File: config.mk
export PLATFORM = sky130hd
export DESIGN_NAME = wishbone_master_arbiter
export DESIGN_NICKNAME = d
export VERILOG_FILES = /design/src/rtl/wb_arb_pkg.sv /design/src/rtl/wb_arb_watchdog.sv /design/src/rtl/wishbone_master_arbiter.sv
export SDC_FILE = /design/constraint.sdc
export NUM_CORES = 1
export LEC_CHECK = 0
export BUFFER_PORTS_ARGS = -buffer_cell sky130_fd_sc_hd__buf_2
export CORE_AREA = 8 8 118 120
export DETAILED_ROUTE_END_ITERATION = 8
export DIE_AREA = 0 0 126 128
export PLACE_DENSITY_LB_ADDON = 0.08
export SYNTH_ARGS = -nofsm -noshare
export SYNTH_HDL_FRONTEND = slang
export SYNTH_SLANG_ARGS = --single-unit
File: constraint.sdc
create_clock -name clk -period 1.7 [get_ports clk]
set_input_delay 0.17 -clock clk [delete_from_list [all_inputs] [get_ports clk]]
set_output_delay 0.17 -clock clk [all_outputs]
set_load 0.05 [all_outputs]
File: src/rtl/wb_arb_pkg.sv
// Shared types and bus widths for the two-master Wishbone arbiter.
package wb_arb_pkg;

    localparam int DATA_W = 32;
    localparam int ADR_W  = 32;
    localparam int SEL_W  = 4;

    typedef enum logic [1:0] {
        IDLE   = 2'd0,
        GRANT0 = 2'd1,
        GRANT1 = 2'd2,
        DRAIN  = 2'd3
    } arb_state_e;

endpackage

File: src/rtl/wb_arb_watchdog.sv
// Stalled-ack watchdog: counts consecutive enabled cycles and flags the cycle
// in which the count reaches TIMEOUT_CYCLES.
module wb_arb_watchdog #(
    parameter int unsigned TIMEOUT_CYCLES = 255
) (
    input  logic clk,
    input  logic rst,
    input  logic clear,
    input  logic count_en,
    output logic expired
);

    logic [15:0] count_q;

    // Asserted during the TIMEOUT_CYCLES-th stalled cycle so the arbiter can
    // abort on the very edge the count is reached.
    assign expired = count_en && !clear && (count_q == 16'(TIMEOUT_CYCLES - 1));

    always_ff @(posedge clk or posedge rst) begin
        if (rst) begin
            count_q <= '0;
        end else if (clear || expired) begin
            count_q <= '0;
        end else if (count_en) begin
            count_q <= count_q + 16'd1;
        end
    end

endmodule

File: src/rtl/wishbone_master_arbiter.sv
// Round-robin arbiter sharing one Wishbone master port between two masters.
// Optional stalled-ack watchdog with abort/drain enabled by WB_ARB_TIMEOUT_EN.
module wishbone_master_arbiter
    import wb_arb_pkg::*;
#(
    parameter int unsigned TIMEOUT_CYCLES = 255
) (
    input  logic              clk,
    input  logic              rst,
    input  logic              m0_cyc_i,
    input  logic              m1_cyc_i,
    input  logic              m0_stb_i,
    input  logic              m1_stb_i,
    input  logic              m0_we_i,
    input  logic              m1_we_i,
    input  logic [SEL_W-1:0]  m0_sel_i,
    input  logic [SEL_W-1:0]  m1_sel_i,
    input  logic [ADR_W-1:0]  m0_adr_i,
    input  logic [ADR_W-1:0]  m1_adr_i,
    input  logic [DATA_W-1:0] m0_dat_i,
    input  logic [DATA_W-1:0] m1_dat_i,
    output logic [DATA_W-1:0] m0_dat_o,
    output logic [DATA_W-1:0] m1_dat_o,
    output logic              m0_ack_o,
    output logic              m1_ack_o,
    output logic              m0_int_o,
    output logic              m1_int_o,
`ifdef WB_ARB_TIMEOUT_EN
    output logic              m0_err_o,
    output logic              m1_err_o,
`endif
    output logic              s_cyc_o,
    output logic              s_stb_o,
    output logic              s_we_o,
    output logic [SEL_W-1:0]  s_sel_o,
    output logic [ADR_W-1:0]  s_adr_o,
    output logic [DATA_W-1:0] s_dat_o,
    input  logic [DATA_W-1:0] s_dat_i,
    input  logic              s_ack_i,
    input  logic              s_int_i
);

    if (TIMEOUT_CYCLES < 2 || TIMEOUT_CYCLES > 65535) begin : g_bad_timeout
        $error("wishbone_master_arbiter: TIMEOUT_CYCLES out of range 2..65535");
    end

    arb_state_e state_q;
    logic       last_grant_q;

`ifdef WB_ARB_TIMEOUT_EN
    logic err0_q, err1_q;
    logic expired;
    logic in_grant;

    assign in_grant = (state_q == GRANT0) || (state_q == GRANT1);

    wb_arb_watchdog #(
        .TIMEOUT_CYCLES(TIMEOUT_CYCLES)
    ) u_watchdog (
        .clk     (clk),
        .rst     (rst),
        .clear   (!in_grant || s_ack_i),
        .count_en(in_grant && s_stb_o && !s_ack_i),
        .expired (expired)
    );

    assign m0_err_o = err0_q;
    assign m1_err_o = err1_q;
`endif

    always_ff @(posedge clk or posedge rst) begin
        if (rst) begin
            state_q      <= IDLE;
            last_grant_q <= 1'b1;
`ifdef WB_ARB_TIMEOUT_EN
            err0_q       <= 1'b0;
            err1_q       <= 1'b0;
`endif
        end else begin
`ifdef WB_ARB_TIMEOUT_EN
            err0_q <= 1'b0;
            err1_q <= 1'b0;
`endif
            case (state_q)
                // On contention the master that did not win last time goes first.
                IDLE: begin
                    if (m0_cyc_i && (!m1_cyc_i || last_grant_q)) begin
                        state_q      <= GRANT0;
                        last_grant_q <= 1'b0;
                    end else if (m1_cyc_i) begin
                        state_q      <= GRANT1;
                        last_grant_q <= 1'b1;
                    end
                end
                GRANT0: begin
                    if (!m0_cyc_i) begin
                        state_q <= IDLE;
`ifdef WB_ARB_TIMEOUT_EN
                    end else if (expired) begin
                        state_q <= DRAIN;
                        err0_q  <= 1'b1;
`endif
                    end
                end
                GRANT1: begin
                    if (!m1_cyc_i) begin
                        state_q <= IDLE;
`ifdef WB_ARB_TIMEOUT_EN
                    end else if (expired) begin
                        state_q <= DRAIN;
                        err1_q  <= 1'b1;
`endif
                    end
                end
`ifdef WB_ARB_TIMEOUT_EN
                // last_grant_q still names the aborted master here.
                DRAIN: begin
                    if (!(last_grant_q ? m1_cyc_i : m0_cyc_i)) begin
                        state_q <= IDLE;
                    end
                end
`endif
                default: state_q <= IDLE;
            endcase
        end
    end

    always_comb begin
        s_cyc_o  = 1'b0;
        s_stb_o  = 1'b0;
        s_we_o   = 1'b0;
        s_sel_o  = '0;
        s_adr_o  = '0;
        s_dat_o  = '0;
        m0_dat_o = '0;
        m1_dat_o = '0;
        m0_ack_o = 1'b0;
        m1_ack_o = 1'b0;
        case (state_q)
            GRANT0: begin
                s_cyc_o  = m0_cyc_i;
                s_stb_o  = m0_stb_i;
                s_we_o   = m0_we_i;
                s_sel_o  = m0_sel_i;
                s_adr_o  = m0_adr_i;
                s_dat_o  = m0_dat_i;
                m0_dat_o = s_dat_i;
                m0_ack_o = s_ack_i;
            end
            GRANT1: begin
                s_cyc_o  = m1_cyc_i;
                s_stb_o  = m1_stb_i;
                s_we_o   = m1_we_i;
                s_sel_o  = m1_sel_i;
                s_adr_o  = m1_adr_i;
                s_dat_o  = m1_dat_i;
                m1_dat_o = s_dat_i;
                m1_ack_o = s_ack_i;
            end
            default: ;
        endcase
    end

    // Interrupts pass straight through, held low only while reset is applied.
    assign m0_int_o = s_int_i & ~rst;
    assign m1_int_o = s_int_i & ~rst;

endmodule

# After elaboration in Yosys (flattened, before gate mapping)
# Index checks and enable logic that the tools add are counted.
# totals
mem_bits_rw,0
rom_bits,0
reg_bits,3
word_cells,33
latch_bits,0
in_bits,178
mem_count,0
# op_classes
shift,0
n_mul,0
n_mux,17
order_cmp,0
reduce_logical,7
eq_ne,5
add_sub_neg,0
bitwise,2
div,0
# ops
cell,n
case mux 32 bit (2 select lines),2
two-way mux 32 bit,2
two-way mux 2 bit,4
case mux 4 bit (2 select lines),1
case mux 1 bit (2 select lines),3
case mux 2 bit (3 select lines),1
two-way mux 1 bit,4
"inequality test 2 bit, second input constant",2
"inequality test 3 bit, second input constant",1
AND reduction 3 bit,1
"equality test 2 x 1 -> 1 bit, second input constant",1
"equality test 2 bit, second input constant",1
logical NOT 2 bit,1
AND reduction 2 bit,1
nonzero test 2 bit,1
bitwise AND 1 bit,1
logical AND 1 bit,1
logical NOT 1 bit,1
logical OR 1 bit,1
inverter 1 bit,1

# Depth between registers and ports, before layout
# logic_depth
word_depth,5
mapped_depth,7
mapped_depth_nobuf,5

# Least setup slack after synthesis
# OpenSTA, ideal clock, no wires.
# synth_timing
path_type,reg-to-output
start,register state_q[1]
end,output s_adr_o[0]
arrival_time_ps,1805
path_slack_ps,-275
required_time_ps,1530
path_buffers,3
stages_incl_launch_ff,8
path_cell_list,dfrtp_1 inv_1 ha_1 buf_2 buf_4 buf_2 a22oi_1 nor2b_1
# synth_between
elab_chain_len,2
# synth_lines
element,line,source
from (decl),wishbone_master_arbiter.sv:47,arb_state_e state_q;
from (signal assigned),wishbone_master_arbiter.sv:73,state_q <= IDLE;
from (signal assigned),wishbone_master_arbiter.sv:88,state_q <= GRANT0;
from (signal assigned),wishbone_master_arbiter.sv:91,state_q <= GRANT1;
equality test 2 bit or equality test 2 x 1 -> 1 bit (tied branches),wishbone_master_arbiter.sv:139,case (state_q)
case mux 32 bit (2 select lines) *,wishbone_master_arbiter.sv:139,
to (decl),wishbone_master_arbiter.sv:36,"output logic [ADR_W-1:0] s_adr_o,"
# Mark *: on every way between the ends. The rest lies on a longest branch, timed or not.

# Worst setup path in the final report
# layout_timing
start,register state_q[0]
end,output s_dat_o[24]
# layout_between
elab_chain_len,2
# layout_lines
element,line,source
equality test 2 bit or equality test 2 x 1 -> 1 bit (tied branches),wishbone_master_arbiter.sv:139,
case mux 32 bit (2 select lines) *,wishbone_master_arbiter.sv:139,
to (decl),wishbone_master_arbiter.sv:37,"output logic [DATA_W-1:0] s_dat_o,"
# Marks and branches as above.

==> summary by stage <==
Route
In this run the remaining antenna-violating nets after routing total 0. Before antenna repair, the detailed router went through 4 iterations. After detailed routing, the number of remaining DRC violations is 0.

The final route contains 3358 vias. After detailed routing, the number of vias per cell comes to ~4.5. The number of DRC violations after detailed-routing iteration 0 is 76.

After detailed routing, the total wire length is approximately 15000 um. Dividing the detail-routed wire length by the instance count gives between 20 and 25 um.

Critical path
Counting stages on the worst path, the most repeated cell is sky130_fd_sc_hd__buf_6. STA classifies the critical path endpoint as an output port. The slowest library cell on the worst path is sky130_fd_sc_hd__dfrtp_1. The setup check on the worst reg-to-reg path leaves a slack of about 0.05 ns. The highest cell delay on the worst timing path is 0.40 ns. The critical path contains buffers and inverters numbering 4 combined. The critical path in this run is classified as reg2out.

Traced cell by cell, the critical path runs through buf_6 > ha_4 > buf_4 > buf_12 > a22oi_1 > nor2b_2 > buf_6. Counting cells, the worst reg-to-reg path comes to 8. The nature of the critical path startpoint is a register. The data required time of the critical path is 1.53 ns. The capture instance of the worst register-to-register path is state_q[0]. The startpoint identified for the worst register-to-register timing path is state_q[1]. The data arrival time of the worst path is approximately 1.7 ns. Grouping stages by cell kind, the critical path spends the most delay in buffers and inverters. Along the worst path, the maximum fanout reaches 14.

Timing
The final period demand of the worst path is between 1.5 and 2 ns. The number of slew-limit violations in the final report is 0. Final hold analysis gives a worst-case slack of approximately 0.25 ns. The final number of setup-violating endpoints is 90. Setup repair after global routing could not meet its margin everywhere. The worst clock skew is ~0.00067 ns. The worst-case setup margin in the final layout is -0.1253 ns. The number of hold violations in the final report came to 0. The maximum clock frequency is 547.9 MHz. The transition time at the pin with the least slew margin is roughly 0.25 ns. The ratio of final minimum period to clock period is 107.4%. The worst pin sits at a relative slew slack of 83.30%.

Global routing
The global-route usage over all layers is approximately 16%. The first global-routing pass estimated between 20000 and 25000 um of wire. The via count of the first global-routing pass came to 3628. After global routing the overflow that remains totals 0. The number of antenna violations at the first check in global routing is 1. The maximum number of pins on one net before global-route repair is 35.

Clock network
The number of H-tree levels is 1. The clock buffer count from CTS is 3. The TritonCTS sink count is 3. The clock passes through at most 2 buffers. The TritonCTS clock tree is built. The clock latency of the later-clocked register in the worst-skew pair is 0.22 ns. The clock transition at the register clock pins on the worst setup and hold paths after CTS is around 0.03 ns.

The library cell used as clock root buffer is sky130_fd_sc_hd__clkbuf_16.

Power
Summed over all nets, the switching power comes to between 6 and 7 mW. The clock network is responsible for under 10% of the overall power. In this run the power density over the cells is 1936 nW/um2.

Cell internal power was estimated by the tool at between 5 and 6 mW. Of the total power, registers draw between 1 and 1.5%. The net switching share of the total power is a little over half. The maximum ir drop on the vdd rail is 0.0008766 V. Combinational cells account for between 90% and 100% of the total power. The static leakage power is 2.715 nW.

Cells and area
The net count reported at finish is 776. The multi-input logic area is 2270 um2. The number of diodes added for antenna fixing is 0.

Relative to the synthesized area, the layout overhead comes to 240.3%. The layout filler cell count is approximately 1100. The sequential cells in the finished layout cover a total of between 70 and 80 um2. Cells with a size suffix above 1 make up between 80% and 90% of the layout. The final non-filler cell area is roughly 6000 um2.

Yosys
The number of nets handed over by synthesis was between 400 and 500. After synthesis the cells add up to about 1800 um2. After synthesis, flip-flops and latches occupy under 10% of the total area.

The unique cell type count in the Yosys netlist is 17. Counting flops and latches in the post-synthesis netlist gives 3. The Yosys warning count is 0.

The average instance area after synthesis is 6.700 um2. Counting every instance in the synthesized netlist gives 262.

Place
The cell area after placement is around 4000 um2. The number of port buffers is about 320. The wire-length estimate of the detail-placed layout is 9722 um. At the end of routability-driven placement, the weighted congestion stood at 0.7947.

Min path
The number of cells on the worst hold path is 3. In this run the worst hold path is classified as in2reg. The endpoint with the worst hold slack is last_grant_q. In this run the most critical hold path is launched from m1_cyc_i.

Run status
The checks that failed: negative setup slack. The run finished, with violations left.

Die
The standard cell core area is ~12000 um2. The die outline area is ~16000 um2. between 300 and 400 I/O pins were placed.

The y dimension of the die is around 130 um. The width of the chip is 126 um. The initial core utilization is between 10% and 20%.

The number of rows created at floorplan is 41.

Job
The number of max-capacitance violations reported is 0.
## logic make-up after synthesis
group,after synthesis,synth area share [%]
AND/OR/NAND/NOR,141,49.82
flip-flops,3,4.348
buffers and inverters,37,10.12
adder cells (fa/ha/maj),3,2.139
AO/OA/AOI/OAI,78,33.57
## how the worst max path moves through the flow
| stage | startpoint | end | slack [ns] | cells after the start |
|---|---|---|---|---|
| 6_report | state_q[0] | s_dat_o[24] | -0.13 | 7 |
| 5_1_grt | state_q[1] | s_dat_o[17] | -0.18 | 7 |
| 4_1_cts | state_q[0] | s_sel_o[1] | -0.14 | 6 |
| 3_5_place_dp | state_q[1] | s_adr_o[8] | -0.02 | 6 |
| 3_3_place_gp | state_q[1] | s_adr_o[12] | -0.005 | 6 |
| 2_1_floorplan | state_q[1] | s_adr_o[0] | -0.03 | 7 |
## placed cells by master (no fill, tap or decap)
cell,netlist,final
sky130_fd_sc_hd__buf_2,13,179
sky130_fd_sc_hd__buf_6,2,111
sky130_fd_sc_hd__a22oi_2,0,68
sky130_fd_sc_hd__nor2b_2,0,41
sky130_fd_sc_hd__and2_1,66,41
sky130_fd_sc_hd__buf_8,0,31
sky130_fd_sc_hd__nor2b_4,0,30
sky130_fd_sc_hd__and2_4,0,25
sky130_fd_sc_hd__clkbuf_16,0,14
sky130_fd_sc_hd__buf_12,0,13
sky130_fd_sc_hd__buf_4,2,9
sky130_fd_sc_hd__buf_16,0,4
sky130_fd_sc_hd__inv_1,5,3
sky130_fd_sc_hd__nand2_1,3,3
sky130_fd_sc_hd__ha_4,0,3
sky130_fd_sc_hd__a21oi_1,2,2
sky130_fd_sc_hd__o21ai_1,2,2
sky130_fd_sc_hd__a22o_1,2,2
sky130_fd_sc_hd__inv_2,0,2
sky130_fd_sc_hd__a22oi_1,70,2
sky130_fd_sc_hd__dfrtp_1,2,2
sky130_fd_sc_hd__a22oi_4,1,1
sky130_fd_sc_hd__o21ai_0,1,1
sky130_fd_sc_hd__nor2b_1,72,1
sky130_fd_sc_hd__clkbuf_1,15,1
sky130_fd_sc_hd__dlygate4sd3_1,0,1
sky130_fd_sc_hd__dfstp_2,1,1
sky130_fd_sc_hd__clkbuf_4,0,1
## worst min-delay path, delay by kind of cell
kind | cells | cell delay [ns]
buffers and inverters | 1 | 0.13
AOI/OAI and AO/OA | 1 | 0.07
and+or+nand+nor | 1 | 0.08
## metrics by stage
stage	utilization (%)	TNS, ns	instances	power (mW)	setup WS, ns
floorplan	-	-0.2489	262	5.930	-0.03026
global placement	31.87	-0.008141	704	7.708	-0.004910
detailed placement	31.87	-0.1284	704	7.717	-0.02129
CTS	42.90	-9.163	718	10.25	-0.1383
global route	48.92	-13.27	744	12.08	-0.1837
finish	48.92	-6.578	744	11.56	-0.1253
## cell type report
cell class | instances | area share [%]
Sequential cell | 3 | 1.278
Timing Repair Buffer | 360 | 55.95
Multi-Input combinational cell | 222 | 38.00
Inverter | 5 | 0.3142
Clock buffer | 4 | 1.320
Tap cell | 150 | 3.142
## cell usage after synthesis, drive strengths merged
library cell  instances  area [um2]
a21oi                 2       10.01
a22o                  2       17.52
a22oi                71       546.8
and2                 66       412.9
buf                  17       102.6
clkbuf               15       56.30
dfrtp                 2       50.05
dfstp                 1       26.28
ha                    3       37.54
inv                   5       18.77
nand2                 3       11.26
nor2b                72       450.4
o21ai                 3       15.01
## flip-flops by register name (all words and copies together) (netlist names)
signal	flops
last_grant_q	1
state_q	2
## power by group through the flow
stage                     Combinational, mW  Clock (mW)  Sequential, mW
after floorplan                        5.80           0           0.133
after global placement                 7.56           0           0.143
after detailed placement               7.57           0           0.144
after CTS                              9.74       0.375           0.140
after global routing                   11.5       0.385           0.150
final                                  11.1       0.368           0.143
## timing repair
| action | in CTS | in global routing |
|---|---|---|
| gates resized for setup | 309 | 97 |
| endpoints found under the hold margin | 2 | 0 |
| pin swaps | 17 | 50 |
| hold buffers | 1 | 0 |
| gates cloned | 6 | 18 |
| buffers inserted | 3 | 10 |
| setup endpoints to repair | 137 | 137 |
## layer usage
layer	track usage [%]	routed length [um]	vias up
met5	0	0	-
met4	2.831	201	0
met3	6.614	1470	15
met2	31.33	8260	179
met1	14.24	5309	1586
li1	-	-	1578
(Power assumes the default switching activity.)
